## config.mk

```make
export PLATFORM = sky130hd
export DESIGN_NAME = speck_round_key_store
export DESIGN_NICKNAME = d
export VERILOG_FILES = /design/src/rtl/speck_round_key_store.sv
export SDC_FILE = /design/constraint.sdc
export NUM_CORES = 2
export LEC_CHECK = 0
export BUFFER_PORTS_ARGS = -buffer_cell sky130_fd_sc_hd__buf_4
export CAP_MARGIN = 20
export CELL_PAD_IN_SITES_DETAIL_PLACEMENT = 0
export CELL_PAD_IN_SITES_GLOBAL_PLACEMENT = 1
export CORE_MARGIN = 10
export CORE_UTILIZATION = 40
export DETAILED_ROUTE_END_ITERATION = 10
export HOLD_SLACK_MARGIN = 0.06
export PLACE_DENSITY_LB_ADDON = 0.25
export SYNTH_ARGS = -nofsm -noshare
export SYNTH_HDL_FRONTEND = slang
export SYNTH_SLANG_ARGS = --single-unit
```

## constraint.sdc

```tcl
create_clock -name clk -period 9.3 [get_ports clk]
set_input_delay 1.395 -clock clk [delete_from_list [all_inputs] [get_ports clk]]
set_output_delay 1.395 -clock clk [all_outputs]
set_load 0.03 [all_outputs]
```

## src/rtl/speck_round_key_store.sv

```systemverilog
// speck_round_key_store: SPECK128/128 key expander with round-key store; SPECK_RKS_BIDIR_EN adds dir-selectable encrypt order
`ifndef NR_ROUNDS
`define NR_ROUNDS 32
`endif

module speck_round_key_store #(
    parameter int NR_ROUNDS = `NR_ROUNDS,
    parameter int IDX_W     = 6
) (
    input  logic             clk,
    input  logic             rst_n,
    input  logic [127:0]     key,
    input  logic             key_valid,
    output logic             key_ready,
`ifdef SPECK_RKS_BIDIR_EN
    input  logic             dir,
`endif
    output logic [63:0]      rk,
    output logic [IDX_W-1:0] rk_idx,
    output logic             rk_last,
    output logic             rk_valid,
    input  logic             rk_ready,
    output logic             busy
);
    localparam int AW = $clog2(NR_ROUNDS);
    localparam logic [IDX_W-1:0] LAST   = IDX_W'(NR_ROUNDS - 1);
    localparam logic [IDX_W-1:0] PENULT = IDX_W'(NR_ROUNDS - 2);

    typedef enum logic [1:0] {IDLE, EXPAND, READY} state_t;

    state_t state, state_nxt;
    logic [63:0] k_q, l_q, k_nxt, l_nxt;
    logic [63:0] store [NR_ROUNDS];
    logic [IDX_W-1:0] cnt, cnt_inc, ptr, ptr_nxt, start, fin;
    logic dec, key_acc, rk_acc, exp_done, at_last;

`ifdef SPECK_RKS_BIDIR_EN
    logic dir_q;
    always_ff @(posedge clk) begin
        if (key_acc) dir_q <= dir;
    end
    assign dec = dir_q;
`else
    assign dec = 1'b1;
`endif

    always_comb begin
        l_nxt     = (k_q + {l_q[7:0], l_q[63:8]}) ^ 64'(cnt);
        k_nxt     = {k_q[60:0], k_q[63:61]} ^ l_nxt;
        cnt_inc   = cnt + 1'b1;
        start     = dec ? LAST : '0;
        fin       = dec ? '0 : LAST;
        busy      = state == EXPAND;
        rk_valid  = state == READY;
        key_ready = state == IDLE || (rk_valid && ptr == start);
        key_acc   = key_valid && key_ready;
        rk_acc    = rk_valid && rk_ready;
        exp_done  = busy && cnt == PENULT;
        at_last   = ptr == fin;
        rk_last   = rk_valid && at_last;
        rk_idx    = rk_valid ? ptr : '0;
        rk        = rk_valid ? store[ptr[AW-1:0]] : '0;
        ptr_nxt   = at_last ? start : dec ? ptr - 1'b1 : ptr + 1'b1;
        state_nxt = key_acc ? EXPAND : exp_done ? READY : state;
    end

    always_ff @(posedge clk) begin
        if (!rst_n) state <= IDLE;
        else state <= state_nxt;
    end

    always_ff @(posedge clk) begin
        if (!rst_n) begin
            cnt <= '0;
            ptr <= '0;
        end else begin
            if (key_acc) cnt <= '0;
            else if (busy) cnt <= cnt_inc;
            if (exp_done) ptr <= start;
            else if (rk_acc) ptr <= ptr_nxt;
        end
    end

    always_ff @(posedge clk) begin
        if (key_acc) begin
            k_q      <= key[127:64];
            l_q      <= key[63:0];
            store[0] <= key[127:64];
        end else if (busy) begin
            k_q                   <= k_nxt;
            l_q                   <= l_nxt;
            store[cnt_inc[AW-1:0]] <= k_nxt;
        end
    end
endmodule

```

==> results.md <==
- Via Count: 45415
- Final Setup Violations: 0
- Sink Count: 2195
- Final RePlAce weighted congestion: 0.837
- Largest net degree at the start of global routing: 106
- Multi-input logic area: 22700 µm²
- Die Wd: 491 µm
- NumNets Final: 4949
- Effective utilization at floorplan: 0.403
- Critical path type: flip-flop to output pin
- Status: finished clean
- Yosys cell types: 74
- Max transition margin: 0.273
- Clk buf depth: 3
- Commonest cells in the netlist: edfxtp_1 (2176), mux4_2 (640), nand2_1 (285)
- WL final: 245000 µm
- Slew @ Worst Pin: 1.09 ns
- Max-cap violations: 0
- CP Launch Type: flip-flop
- # rows: 172
- Max incr delay on CP: 0.88 ns
- Uppermost layer routed: met4
- Synth warn: 0
- Crit path DAT: 4.76 ns
- DRC: 0
- Fillers: 18599
- Routed vias/inst: 5.75
- Cts-stage hold buffer count: 0
- Vias in the first global route: 46459
- Non-filler instance count after layout: 7900
- Synth-to-Final Area Change: 15.3%
- Root buf cell: clkbuf_16
- Post-synth EDFFs: 2176
- Area after DPL: 95000 µm²
- First-pass GRT wire length: 347000 µm
- Worst Setup End Kind: output pin
- Synth area leader: edfxtp_1
- GR Overflow Total: 0
- Metal2 WL: 116000 µm
- Pwr Total: 0.0300 W
- Register Area: 65700 µm²
- Setup TNS: 0 ns
- Die footprint: 241000 µm²
- Fmax: 162 MHz
- Post-synth net total: 4596
- Synth Instances: 4396
- Dominant cell by count in the synthesized netlist: edfxtp_1
- Initial antenna violation count: 4
- P_leak: 31.8 nW
- DIE HEIGHT: 491 µm
- Starting DRC count in detailed routing: 5130
- Max-slew violation count: 0
- Setup bufs post-CTS: 0
- Power per standard cell area: 293 nW/µm²
- Placed Instances: 7477
- Buffers added on ports: 205
- Wire per inst: 31.0 µm
- Clk_lat worst skew: 0.87 ns
- Tmin final: 6.16 ns
- Post-Syn Area: 88800 µm²
- Core area: 220000 µm²
- Share of cells above drive strength 1: 0.291
- Ys async rst share: 0
- Cts repair resizes: 0
- CTS tree: built
- Met3 wire len: 17500 µm
- Part of the cycle the worst path needs: 0.662
- Ys flop type: edfxtp_1
- Req. time, crit path: 7.91 ns
- Post-synth top area share: 0.736
- Total track usage: 0.198
- H-tree levels: 4
- CTS Buf Count: 221
- Seq/Total Area, Yosys: 0.740
- Final hold viol count: 0
- Antenna Nets Post-Route: 0
- Syn avg cell area: 20.2 µm²
- Clk slew on worst S/H paths: 0.06 ns
- Synth Register Bits: 2195
- Peak supply drop: 201 µV
- DRT Pass-1 Iters: 5
- Hpwl dp: 138000 µm
- Highest-delay cell along the critical path: dfxtp_4
- Top-Level Pins: 206
- Hold Path Class: flip-flop to flip-flop
- Routed metal-1 wire length: 106000 µm
- Synth area leaders: edfxtp_1 (74%), mux4_2 (16%), nand2_1 (1.2%)
- Fin area: 102000 µm²
- CP max FO: 90
- Worst path cell trace: buf_12 > buf_4 > mux4_2 > mux4_2 > mux2i_1 > nor2_1 > buf_4
- RSZ-0062 raised after global routing: no
- Final Skew: 0.0571 ns
critical path, delay by kind of cell (launching register included):
| kind | cells | cell delay [ns] |
|---|---|---|
| buffers and inverters | 3 | 1.45 |
| muxes | 3 | 1.37 |
| and+or+nand+nor | 1 | 0.07 |
| DFF | 1 | 0.88 |
state kept, by name (all words and copies together) (netlist names), named ones only:
register  cells
ptr           6
cnt           6
store      2048
l_q          64
state         2
k_q          64
layout make-up:
| cell class | instances | share of cell area |
|---|---|---|
| multi-input cells | 1951 | 0.222 |
| clock inverters | 146 | 0.0143 |
| repair buffers | 359 | 0.0289 |
| clock buffers | 267 | 0.0561 |
| diodes | 3 | 0.0000733 |
| inverters | 21 | 0.000770 |
| flip-flops and latches | 2195 | 0.642 |
| well taps | 2958 | 0.0362 |
per-stage QoR:
stage               hold slack (ns)  setup slack (ns)   util
floorplan                     0.478              3.92      -
global placement              0.533              3.86  0.431
detailed placement            0.547              3.88  0.431
CTS                           0.559              2.93  0.464
global route                  0.596              2.72  0.465
finish                        0.550              3.14  0.465
cells in the final DEF, fill, tap and decap left out, types with 22 or more instances in the layout:
cell type	n
clkbuf_1	44
edfxtp_1	2176
clkinv_1	57
mux4_2	640
xnor2_1	92
a21oi_1	147
nor2_1	222
mux2i_1	64
nand2_1	283
bufinv_16	22
nand4_1	25
xor2_1	47
o21ai_2	60
buf_4	335
o21ai_0	63
clkbuf_16	223
ha_1	67
nor2_4	32
clkinv_2	38
per-layer routing:
metal,GRT usage,vias to the layer above
met2,0.317,1752
li1,-,18845
met5,0,-
met4,0.0459,0
met1,0.284,24495
met3,0.0380,323
cell families (layout without fill, tap and decap cells):
logic type	count (synthesis)	count (layout)	synth area share
XOR/XNOR	140	140	0.0140
flip-flops	2195	2195	0.740
other	0	3	0
multiplexers	704	704	0.170
buffers and inverters	250	793	0.0108
adder cells (fa/ha/maj)	68	68	0.00967
AO/OA/AOI/OAI	379	379	0.0246
AND/OR/NAND/NOR	660	660	0.0313
where the power goes:
part           internal [W]  switching, W  leakage, nW
registers            0.0131      0.000227         19.9
logic               0.00239       0.00542         8.37
clock network       0.00502       0.00383         3.51
worst paths after layout:
| check | from | end | slack, ns | cells past startpoint |
|---|---|---|---|---|
| max | flip-flop | rk[53] | 3.14 | 7 |
| min reg2reg | state[1] | state[1] | 0.55 | 2 |
| max reg2reg | ptr[4] | store[8][34] | 4.44 | 9 |
| min | state[1] | state[1] | 0.55 | 2 |
Power figures use the tool's default switching activity.
